==> src/rtl/sensor_averager_pkg.sv <==
// rtl/sensor_averager_pkg.sv - shared widths and FSM encoding for the sensor averager and its consumers
package sensor_averager_pkg;

    localparam int SENSOR_W        = 8;
    localparam int NUM_SENSORS_DEF = 4;

    typedef enum logic [1:0] {
        COLLECT,
        DIVIDE,
        OUTPUT
    } state_e;

endpackage

==> src/rtl/sensor_averager_seq_divider.sv <==
// rtl/sensor_averager_seq_divider.sv - sequential restoring divider, one quotient bit per cycle MSB first
module seq_divider #(
    parameter int DVD_W = 10,
    parameter int DVS_W = 3
) (
    input  logic             clk,
    input  logic             rst_n,
    input  logic             start_i,
    input  logic [DVD_W-1:0] dividend_i,
    input  logic [DVS_W-1:0] divisor_i,
    output logic             done_o,
    output logic [DVD_W-1:0] quotient_o,
    output logic [DVS_W-1:0] remainder_o
);

    localparam int CW = $clog2(DVD_W + 1);

    logic [DVS_W-1:0] rem_q, rem_d;
    logic [DVD_W-1:0] quo_q, quo_d;
    logic [DVS_W-1:0] dvs_q;
    logic [CW-1:0]    cnt_q;
    logic             busy_q;
    logic             done_q;

    logic [DVS_W-1:0] src_rem;
    logic [DVD_W-1:0] src_quo;
    logic [DVS_W-1:0] src_dvs;
    logic [DVS_W:0]   shifted;
    logic             ge;

    // The start cycle already performs the first step, so the divide spans DVD_W edges.
    always_comb begin
        src_rem = start_i ? '0 : rem_q;
        src_quo = start_i ? dividend_i : quo_q;
        src_dvs = start_i ? divisor_i : dvs_q;
        shifted = {src_rem, src_quo[DVD_W-1]};
        ge      = shifted >= {1'b0, src_dvs};
        rem_d   = ge ? (shifted[DVS_W-1:0] - src_dvs) : shifted[DVS_W-1:0];
        quo_d   = {src_quo[DVD_W-2:0], ge};
    end

    always_ff @(posedge clk or negedge rst_n) begin
        if (!rst_n) begin
            rem_q  <= '0;
            quo_q  <= '0;
            dvs_q  <= '0;
            cnt_q  <= '0;
            busy_q <= 1'b0;
            done_q <= 1'b0;
        end else begin
            done_q <= 1'b0;
            if (start_i) begin
                rem_q  <= rem_d;
                quo_q  <= quo_d;
                dvs_q  <= divisor_i;
                cnt_q  <= CW'(DVD_W - 1);
                busy_q <= 1'b1;
            end else if (busy_q) begin
                rem_q <= rem_d;
                quo_q <= quo_d;
                cnt_q <= cnt_q - CW'(1);
                if (cnt_q == CW'(1)) begin
                    busy_q <= 1'b0;
                    done_q <= 1'b1;
                end
            end
        end
    end

    assign done_o      = done_q;
    assign quotient_o  = quo_q;
    assign remainder_o = rem_q;

endmodule

==> src/rtl/sensor_averager.sv <==
// rtl/sensor_averager.sv - frame averager of nonzero sensor readings; SENSOR_AVERAGER_ROUND_EN selects round-half-up
module sensor_averager
    import sensor_averager_pkg::*;
#(
    parameter int NUM_SENSORS = NUM_SENSORS_DEF
) (
    input  logic                clk,
    input  logic                rst_n,
    input  logic                sample_valid,
    input  logic [SENSOR_W-1:0] sample_data,
    output logic                sample_ready,
    output logic                avg_valid,
    output logic [SENSOR_W-1:0] avg_data,
    input  logic                avg_ready,
    output logic                frame_busy
);

    localparam int SUM_W = SENSOR_W + $clog2(NUM_SENSORS);
    localparam int CNT_W = $clog2(NUM_SENSORS + 1);
    localparam int IDX_W = $clog2(NUM_SENSORS);
`ifdef SENSOR_AVERAGER_ROUND_EN
    localparam int DIV_W = SUM_W + 1;
`else
    localparam int DIV_W = SUM_W;
`endif

    state_e              state_q, state_d;
    logic [DIV_W-1:0]    sum_q, sum_d;
    logic [CNT_W-1:0]    nz_cnt_q, nz_cnt_d;
    logic [IDX_W-1:0]    idx_q, idx_d;
    logic [SENSOR_W-1:0] avg_q, avg_d;
    logic                launched_q, launched_d;

    logic                div_start;
    logic                div_done;
    logic [DIV_W-1:0]    dividend;
    logic [DIV_W-1:0]    quotient;
    logic [CNT_W-1:0]    remainder;
    logic                unused_div;

`ifdef SENSOR_AVERAGER_ROUND_EN
    assign dividend = sum_q + DIV_W'(nz_cnt_q >> 1);
`else
    assign dividend = sum_q;
`endif

    // Quotient cannot exceed 255, so its upper bits and the remainder carry no information.
    assign unused_div = ^{quotient[DIV_W-1:SENSOR_W], remainder};

    seq_divider #(
        .DVD_W (DIV_W),
        .DVS_W (CNT_W)
    ) u_div (
        .clk         (clk),
        .rst_n       (rst_n),
        .start_i     (div_start),
        .dividend_i  (dividend),
        .divisor_i   (nz_cnt_q),
        .done_o      (div_done),
        .quotient_o  (quotient),
        .remainder_o (remainder)
    );

    always_ff @(posedge clk or negedge rst_n) begin
        if (!rst_n) begin
            state_q    <= COLLECT;
            sum_q      <= '0;
            nz_cnt_q   <= '0;
            idx_q      <= '0;
            avg_q      <= '0;
            launched_q <= 1'b0;
        end else begin
            state_q    <= state_d;
            sum_q      <= sum_d;
            nz_cnt_q   <= nz_cnt_d;
            idx_q      <= idx_d;
            avg_q      <= avg_d;
            launched_q <= launched_d;
        end
    end

    always_comb begin
        state_d    = state_q;
        sum_d      = sum_q;
        nz_cnt_d   = nz_cnt_q;
        idx_d      = idx_q;
        avg_d      = avg_q;
        launched_d = launched_q;
        div_start  = 1'b0;
        case (state_q)
            COLLECT: begin
                if (sample_valid) begin
                    if (sample_data != '0) begin
                        sum_d    = sum_q + DIV_W'(sample_data);
                        nz_cnt_d = nz_cnt_q + CNT_W'(1);
                    end
                    if (idx_q == IDX_W'(NUM_SENSORS - 1)) begin
                        idx_d      = '0;
                        launched_d = 1'b0;
                        state_d    = DIVIDE;
                    end else begin
                        idx_d = idx_q + IDX_W'(1);
                    end
                end
            end
            DIVIDE: begin
                // First cycle launches the divider; an empty frame skips it entirely.
                if (!launched_q) begin
                    launched_d = 1'b1;
                    div_start  = (nz_cnt_q != '0);
                end else if (nz_cnt_q == '0) begin
                    avg_d   = '0;
                    state_d = OUTPUT;
                end else if (div_done) begin
                    avg_d   = quotient[SENSOR_W-1:0];
                    state_d = OUTPUT;
                end
            end
            OUTPUT: begin
                if (avg_ready) begin
                    sum_d    = '0;
                    nz_cnt_d = '0;
                    idx_d    = '0;
                    state_d  = COLLECT;
                end
            end
            default: state_d = COLLECT;
        endcase
    end

    assign sample_ready = (state_q == COLLECT);
    assign avg_valid    = (state_q == OUTPUT);
    assign avg_data     = avg_q;
    assign frame_busy   = (state_q != COLLECT) || (idx_q != '0);

endmodule

==> config.mk <==
export PLATFORM = sky130hd
export DESIGN_NAME = sensor_averager
export DESIGN_NICKNAME = d
export VERILOG_FILES = /design/src/rtl/sensor_averager_pkg.sv /design/src/rtl/sensor_averager_seq_divider.sv /design/src/rtl/sensor_averager.sv
export SDC_FILE = /design/constraint.sdc
export NUM_CORES = 1
export LEC_CHECK = 0
export ABC_AREA = 1
export BUFFER_PORTS_ARGS = -buffer_cell sky130_fd_sc_hd__buf_2
export CORE_MARGIN = 3
export CORE_UTILIZATION = 60
export CTS_CLUSTER_DIAMETER = 50
export DETAILED_ROUTE_END_ITERATION = 6
export PLACE_DENSITY = 0.79
export REMOVE_ABC_BUFFERS = 1
export SLEW_MARGIN = 20
export SYNTH_ARGS = -nofsm -noshare
export SYNTH_HDL_FRONTEND = slang
export SYNTH_HIERARCHICAL = 1
export SYNTH_SLANG_ARGS = --single-unit
==> constraint.sdc <==
create_clock -name clk -period 4.8 [get_ports clk]
set_input_delay 0.96 -clock clk [delete_from_list [all_inputs] [get_ports clk]]
set_output_delay 0.96 -clock clk [all_outputs]
set_load 0.01 [all_outputs]
==> impl_summary.md, run 1 <==
Yosys
The post-synthesis mux area share is 0%. The synthesized instance count is 342. The synthesized design devotes to its leading area cell type 43.8% of total area. The most used flip-flop cell after synthesis is sky130_fd_sc_hd__dfrtp_1.

The mapped cell area is 0.00275 sq mm. Ranked by instance count, the synthesized netlist is headed by sky130_fd_sc_hd__nand2_1, sky130_fd_sc_hd__dfrtp_1, sky130_fd_sc_hd__nand3_1. The synthesized flop and latch total is 48. Summing the areas of all xor and xnor instances in the mapped netlist gives 0.957% of the synthesized area. The share of the Yosys chip area taken by registers is 43.8%.

By area the synthesized netlist is led by sky130_fd_sc_hd__dfrtp_1, sky130_fd_sc_hd__nand2_1, sky130_fd_sc_hd__ha_1. After Yosys synthesis, and, or, nand and nor cells account for 29.8% of the synthesized area. By area, the combinational part of the netlist is dominated by simple AND/OR/NAND/NOR gates. Yosys printed 6 warnings.

The biggest area contributor in the post-synthesis netlist is sky130_fd_sc_hd__dfrtp_1. The number of different library cells used by synthesis comes to 37. In this run the mean area of a mapped cell was 8.03 sq um. Counting flops with an async set or reset pin after synthesis yields a share of 100%. The most numerous cell in the Yosys netlist is sky130_fd_sc_hd__nand2_1. Of the total synthesized cell area, the portion taken by full adders, half adders and majority gates is 9.21%. The fraction of the mapped netlist area in compound gates is 9.80%. The count of flip-flops with a built-in enable after synthesis is 0.

Placement
At the end of routability-driven placement, the weighted congestion stood at 0.852. The worst setup timing slack at the placement stage is 1.95 ns. Summed over all nets, the half-perimeter wirelength after detailed placement is 4.10 mm. The count of input and output buffers is 22. After detailed placement, the design holds a cell count of 412.

Critical path
The slack of the worst reg-to-reg path is 1.89 ns. The kind of critical path is reg -> reg. The required time of the critical path is 5.01 ns. The kind of capture point of the worst setup path is a flip-flop. The most common cell type on the critical path is sky130_fd_sc_hd__nand2_1. The worst setup path is launched from a flip-flop.

The maximum fanout encountered on the critical timing path is 17. On the critical path, the stage with the largest delay is an instance of sky130_fd_sc_hd__fa_1. The critical path's largest stage delay is 0.43 ns. Walking the worst path, the cells encountered are inv_1, ha_1, nand2_1, nand2_1, nor2_1, buf_4, inv_2, or2_1, o21ai_2, inv_2, fa_1, nand2_1, nand2_1, nand2_1, nand2_1, nand3_1, nand2_1. The data arrival time of the critical path is 3.11 ns.

CTS
The number of hold buffers added after CTS was 0. The worst-case clock buffer depth is 2. The clock latency reported for the late side of the worst-skew pair is 0.31 ns. The total setup buffers inserted after CTS is 0.

After clock tree synthesis, the clock-pin slew on the worst setup and hold paths is 0.09 ns. In this run, post-CTS repair resized a total of 0 instances. TritonCTS built the clock tree. The CTS buffer count is 5. CTS placed an instance of sky130_fd_sc_hd__clkbuf_8 at the clock tree root. The H-tree was split into 2 levels. The number of sinks on the clock net is 48.

Cells and area
In the final layout, the share of cells above drive strength 1 is 17.0%. The area growth from synthesis to layout is 10.6%. The number of nets in the layout is 400. The final cell count without fillers is 420. The number of antenna diodes in the final layout is 0.

Floorplanning
In this run the count of I/O pins placed on the die edge is 23. The die is 73.6 um tall. The starting density of the core is 65.3%. The core area is 0.00420 sq mm. The floorplan die area is 0.00542 sq mm. The initialized floorplan defines 23 standard-cell rows. From left edge to right edge, the die measures 73.6 um.

STA
Headroom to the max-slew limit came out at 60.2%. The pin slew with the least headroom to its limit is 0.597 ns. The final sum of negative setup slack is 0 ns.

On the final layout, the worst clock skew is 0.00953 ns. The clock period minus final worst setup slack is 2.91 ns. Setup repair after global routing left no endpoint under its margin. The final worst slack is 1.89 ns. Setup violations remaining at the end of the flow were counted as 0. The final number of max-transition violations was 0. The part of the cycle the worst path needs is 60.5%.

The final count of hold timing violations is 0. Static timing analysis puts the maximum clock frequency at 344 MHz.

Pwr
Combinational cells account for 47.9% of the total power. The share of total power dissipated in the clock network is 16.8%. The switching power share of the total is 43.5%. After layout, the design draws a total of 2100 uW. The worst ir drop on vdd is 0.407 mV. The total leakage power is 0.00165 uW.

The power per cell area is 691 mW/mm^2. The internal portion of the total power is 1190 uW. The share of total power in sequential cells is 35.4%. The analysis attributes to net switching a power of 913 uW.

Drt
The first TritonRoute pass finished after 4 iterations. After detailed routing, the average wire length per cell comes to 13.2 um. The wire length reported by the detailed router is 5.53 mm. The total DRC errors in the routed layout is 0.

The overall via count from detail_route is 2203. Dividing the detail-routed via count by the number of cells gives 5.25. In this run, the number of DRC markers left after iteration 0 of detailed routing was 239. In this run the remaining antenna-violating nets after routing total 0.

Flow run
The count of max-cap constraint violations is 0.

Global route
The number of antenna violations at the first check in global routing is 0. For this run, the total global-route usage over all layers was measured as 23.3%. For this run the aggregate overflow at the end of global routing stands at 0. The number of global-route vias before repair is 2115. The maximum number of pins on one net before global-route repair is 49.

The first-pass GRT wire length is 9.67 mm.

Status
The run finished with clean final reports.

Hold path
In this run the worst hold path is classified as reg -> reg.
## path summary, 6_finish.rpt
kind	from	to	cells past startpoint
setup / recovery	nz_cnt_q[0]$_DFFE_PN0P_	u_div/remainder_o[0]$_DFFE_PN0P_	17
hold / removal	avg_data[3]$_DFFE_PN0P_	avg_data[3]$_DFFE_PN0P_	2
setup reg to reg	nz_cnt_q[0]$_DFFE_PN0P_	u_div/remainder_o[0]$_DFFE_PN0P_	17
hold reg to reg	avg_data[3]$_DFFE_PN0P_	avg_data[3]$_DFFE_PN0P_	2
max in group asynchronous	rst_n	dividend[5]$_DFFE_PN0P_	2
min in group asynchronous	rst_n	idx_q[0]$_DFFE_PN0P_	2
## registers in the layout, summed over array words and instances, names as in the netlist
signal	cells
avg_data	8
dividend	10
idx_q	2
launched_q	1
nz_cnt_q	3
state_q	2
u_div/busy_q	1
u_div/cnt_q	4
u_div/done_o	1
u_div/dvs_q	3
u_div/quotient_o	10
u_div/remainder_o	3
## per-layer routing
layer  vias up  wire [um]  GRT usage (%)
li1       1144          -              -
met1      1009       2700           33.5
met2        44       2510           37.0
met3         6        241           2.87
met4         0         70           7.24
met5         -          0              0
## cell type report
class / instances / area, sq um
tap: 50 / 62.6
multi-input combinational: 252 / 1370
sequential: 48 / 1200
fill: 342 / 1170
inverter: 38 / 143
timing repair buffer: 24 / 125
clock buffer: 5 / 68.8
clock inverter: 3 / 68.8
## power groups by stage
stage | clock network, uW | registers [uW] | logic, uW
final | 352 | 742 | 1000
after global routing | 375 | 765 | 1170
after CTS | 358 | 743 | 1010
after detailed placement | 0 | 749 | 994
after global placement | 0 | 746 | 970
after floorplan | 0 | 714 | 769
## logic make-up (layout without fill, tap and decap cells)
kind of cell,count (synthesis),after routing
AND/OR/NAND/NOR,190,190
buffers and inverters,42,70
XOR/XNOR,3,3
AO/OA/AOI/OAI,40,40
flip-flops,48,48
adder cells (fa/ha/maj),19,19
## metrics by stage
step	hold WS (ns)	instance area, sq um	util (%)
2_1_floorplan	0.444	2710	-
3_3_place_gp	0.459	2900	69.0
3_5_place_dp	0.462	2900	69.0
4_1_cts	0.486	3040	72.2
5_1_grt	0.496	3040	72.2
6_report	0.480	3040	72.2
## cells in the final DEF (no fill, tap or decap), drive strengths merged, types with 2 or more instances in the layout
cell    count
buf        24
a21oi      10
bufinv      2
a22oi       2
inv        39
nand3      30
dfrtp      48
o21ai      21
fa          2
nor2       28
xnor2       2
nand2     122
or2         5
clkbuf      5
o22ai       2
nand4       3
ha         17
## critical path, delay by kind of cell, from the launching register on
kind,cells,cell delay (ns)
adder cells (fa/ha/maj),2,0.63
buffers and inverters,4,0.53
AO/OA/AOI/OAI,1,0.10
AND/OR/NAND/NOR,10,1.14
flip-flops,1,0.39
Note: power is estimated with default switching activity, not from simulation.
==> run 2: changes to the inputs <==
Settings changed: CORE_UTILIZATION 60 to 59, PLACE_DENSITY 0.79 to 0.78.
Clock period 4.8 ns to 2.7 ns, I/O delays scaled along.
==> impl_summary.md, run 2 (synthesized netlist as in run 1, its figures left out) <==
CTS
The total setup buffers inserted after CTS came to 0 (unchanged). The count of cells resized by post-cts repair is 0 (unchanged). The TritonCTS clock tree is built (unchanged). The clock latency reported for the late side of the worst-skew pair is 0.31 ns (about the same). The worst-case clock buffer depth is 2 (unchanged). The CTS buffer count is 5 (unchanged). The number of sinks on the clock net is 48 (unchanged). The clock-pin transition on the worst setup and hold timing paths was 0.09 ns (about the same). The cell at the root of the clock tree is sky130_fd_sc_hd__clkbuf_8 (unchanged).

The number of hold-repair buffers added at the cts stage was 0 (unchanged). The H-tree depth was 2 (unchanged).

Cells and area
The final antenna diode count is 0 (unchanged). The register area is 0.00120 sq mm (unchanged). Most used cells in the layout excluding fill and tap cells: sky130_fd_sc_hd__nand2_1, sky130_fd_sc_hd__dfrtp_1, sky130_fd_sc_hd__nand3_1, sky130_fd_sc_hd__inv_1, sky130_fd_sc_hd__nor2_1 (unchanged). The number of nets in the layout was 401 (was 400).

The synthesis-to-layout area growth was 11.0% (was 10.6%). The share of final-layout standard cells stronger than drive strength 1 is 17.5% (was 17.0%). The most frequent standard cell in the layout excluding fill and tap cells is sky130_fd_sc_hd__nand2_1 (unchanged). The layout filler cell count came to 372 (was 342). The final core area utilization was 69.0% (was 72.2%). The area occupied by multi-input gates is 0.00137 sq mm (about the same).

Critical path
The library cell contributing the largest single delay on the critical path is sky130_fd_sc_hd__fa_1 (unchanged). The critical path's largest stage delay is 0.43 ns (about the same). The most common cell type on the critical path is sky130_fd_sc_hd__nand2_1 (unchanged). The data arrival time of the critical path is 2.61 ns (was 3.11 ns).

The kind of capture point of the worst setup path is a flip-flop (unchanged). The kind of critical path is reg -> reg (unchanged). Cell breakdown of the critical path: inv_1, ha_1, nand2_1, nand2_1, nor2_2, inv_2, or2_1, o21ai_2, inv_2, fa_1, nand2_1, nand2_1, nand2_1, nand2_1, nand3_1, nand2_1 (was inv_1, ha_1, nand2_1, nand2_1, nor2_1, buf_4, inv_2, or2_1, o21ai_2, inv_2, fa_1, nand2_1, nand2_1, nand2_1, nand2_1, nand3_1, nand2_1).

The required time of the critical path is 2.91 ns (was 5.01 ns). The startpoint kind of the worst setup timing path was a flip-flop (unchanged). The launching instance or port of the critical path is nz_cnt_q[0]$_DFFE_PN0P_ (unchanged). The kind of cell adding the most delay to the critical path is simple AND/OR/NAND/NOR gates (unchanged). The reg-to-reg startpoint is nz_cnt_q[0]$_DFFE_PN0P_ (unchanged). The slack of the worst reg-to-reg path is 0.29 ns (was 1.89 ns). The maximum fanout encountered on the critical timing path was 12 (was 17).

The count of buffer and inverter cells on the critical path is 3 (was 4).

Drt
The met2 layer wire length in the routed design is 2.83 mm (was 2.51 mm). The total DRC errors in the routed layout was 0 (unchanged). The routed length on met1 was 2.80 mm (was 2.70 mm). The total length of routed met3 wires came to 225 um (was 241 um). The overall via count from detail_route is 2304 (was 2203). The via density per instance is 5.45 (was 5.25). The wire length per cell after detailed routing was 14.0 um (was 13.2 um). The uppermost layer routed is met4 (unchanged). The antenna violation net count after detailed routing was 0 (unchanged). The wire length reported by the detailed router came to 5.93 mm (was 5.53 mm).

The number of DRC markers after the initial detailed-route iteration is 172 (was 239). The iteration count of the initial detailed-routing pass is 4 (unchanged).

STA
The pin slew with the least headroom to its limit is 0.529 ns (was 0.597 ns). The final sum of negative setup slack was 0 ns (unchanged). The worst max-slew margin expressed relative to the limit is 64.7% (was 60.2%). The clock period minus final worst setup slack is 2.41 ns (was 2.91 ns).

The maximum frequency from static timing analysis is 415 MHz (was 344 MHz). The final count of hold timing violations is 0 (unchanged). The count of endpoints failing setup in the final report is 0 (unchanged). Unrepaired setup endpoints after global routing: false (unchanged).

The worst-case clock skew is 0.0106 ns (was 0.00953 ns). The part of the cycle the worst path needs was 89.1% (was 60.5%). The final number of max-transition violations came to 0 (unchanged).

Placement
The half-perimeter wire length after detailed placement came to 4.44 mm (was 4.10 mm). The count of input and output buffers is 22 (unchanged). The weighted congestion reported at the end of routability-driven placement is 0.958 (was 0.852).

Global route
The residual overflow from global routing is 0 (unchanged). The overall global routing resource usage is 23.8% (was 23.3%). The first-pass GRT wire length is 10.1 mm (was 9.67 mm). The number of antenna violations at the first check in global routing came to 0 (unchanged).

The number of global-route vias before repair is 2229 (was 2115). The maximum number of pins on one net before global-route repair was 32 (was 49).

Floorplanning
The number of core rows is 24 (was 23). The number of placed I/O pins is 23 (unchanged). The floorplan die width is 74.2 um (was 73.6 um). The height of the die was 74.2 um (was 73.6 um). The floorplan die area is 0.00551 sq mm (was 0.00542 sq mm).

The starting density of the core is 62.2% (was 65.3%). The core area was 0.00441 sq mm (was 0.00420 sq mm).

Status
Run status: complete, no violations (unchanged).

Flow run
The count of max-cap constraint violations came to 0 (unchanged).

Pwr
The power per cell area is 1240 mW/mm^2 (was 691 mW/mm^2). The worst ir drop on vdd was 0.558 mV (was 0.407 mV). The total leakage power is 0.00165 uW (about the same).

Hold path
The class of the worst hold path was in -> async (was reg -> reg).
-- run 2: cell count changes in the layout (fill, tap and decap cells not counted), sizes merged --
cell and delta:
buf +1
-- run 2: worst paths after layout --
path | endpoint | depth (start not counted)
min in group clk | avg_data[2]$_DFFE_PN0P_ | 2
setup reg to reg | u_div/remainder_o[1]$_DFFE_PN0P_ | 16
hold / removal | avg_data[5]$_DFFE_PN0P_ | 1
setup / recovery | u_div/remainder_o[1]$_DFFE_PN0P_ | 16
hold reg to reg | avg_data[2]$_DFFE_PN0P_ | 2
max in group asynchronous | nz_cnt_q[0]$_DFFE_PN0P_ | 2
-- run 2: stage by stage --
step                      std cells  total power [uW]  hold slack, ns  worst slack (ns)  instance area [sq um]
final                           423              3770           0.145             0.293                   3050
after floorplan                 338              2640           0.244            -0.371                   2710
after detailed placement        415              3130           0.460             0.252                   2910
after CTS                       423              3780           0.147             0.250                   3050
after global routing            423              4130           0.160            0.0279                   3050
after global placement          415              3060           0.458             0.369                   2910
-- run 2: power by group --
group	switching, uW	internal (uW)	total (uW)
Sequential	277	1050	1330
Clock	250	373	622
Combinational	1130	692	1820
-- run 2: final cells by class --
| type | count | area share (%) |
|---|---|---|
| Multi-Input combinational cell | 252 | 44.9 |
| Inverter | 38 | 4.68 |
| Sequential cell | 48 | 39.4 |
| Clock buffer | 5 | 2.26 |
| Clock inverter | 3 | 2.26 |
| Tap cell | 52 | 2.13 |
| Timing Repair Buffer | 25 | 4.35 |
-- run 2: routing by layer --
layer / global-route usage [%] / vias up
met2: 39.5 / 49
li1: - / 1149
met1: 32.1 / 1099
met5: 0 / -
met3: 4.73 / 7
met4: 6.52 / 0
-- run 2: worst register-to-register path: stages, from the launching register on --
cell,delay (ns)
sky130_fd_sc_hd__dfrtp_1,0.38
sky130_fd_sc_hd__inv_1,0.07
sky130_fd_sc_hd__ha_1,0.19
sky130_fd_sc_hd__nand2_1,0.08
sky130_fd_sc_hd__nand2_1,0.07
sky130_fd_sc_hd__nor2_2,0.11
sky130_fd_sc_hd__inv_2,0.11
sky130_fd_sc_hd__or2_1,0.23
sky130_fd_sc_hd__o21ai_2,0.08
sky130_fd_sc_hd__inv_2,0.06
sky130_fd_sc_hd__fa_1,0.43
sky130_fd_sc_hd__nand2_1,0.08
sky130_fd_sc_hd__nand2_1,0.08
sky130_fd_sc_hd__nand2_1,0.14
sky130_fd_sc_hd__nand2_1,0.07
sky130_fd_sc_hd__nand3_1,0.07
sky130_fd_sc_hd__nand2_1,0.05
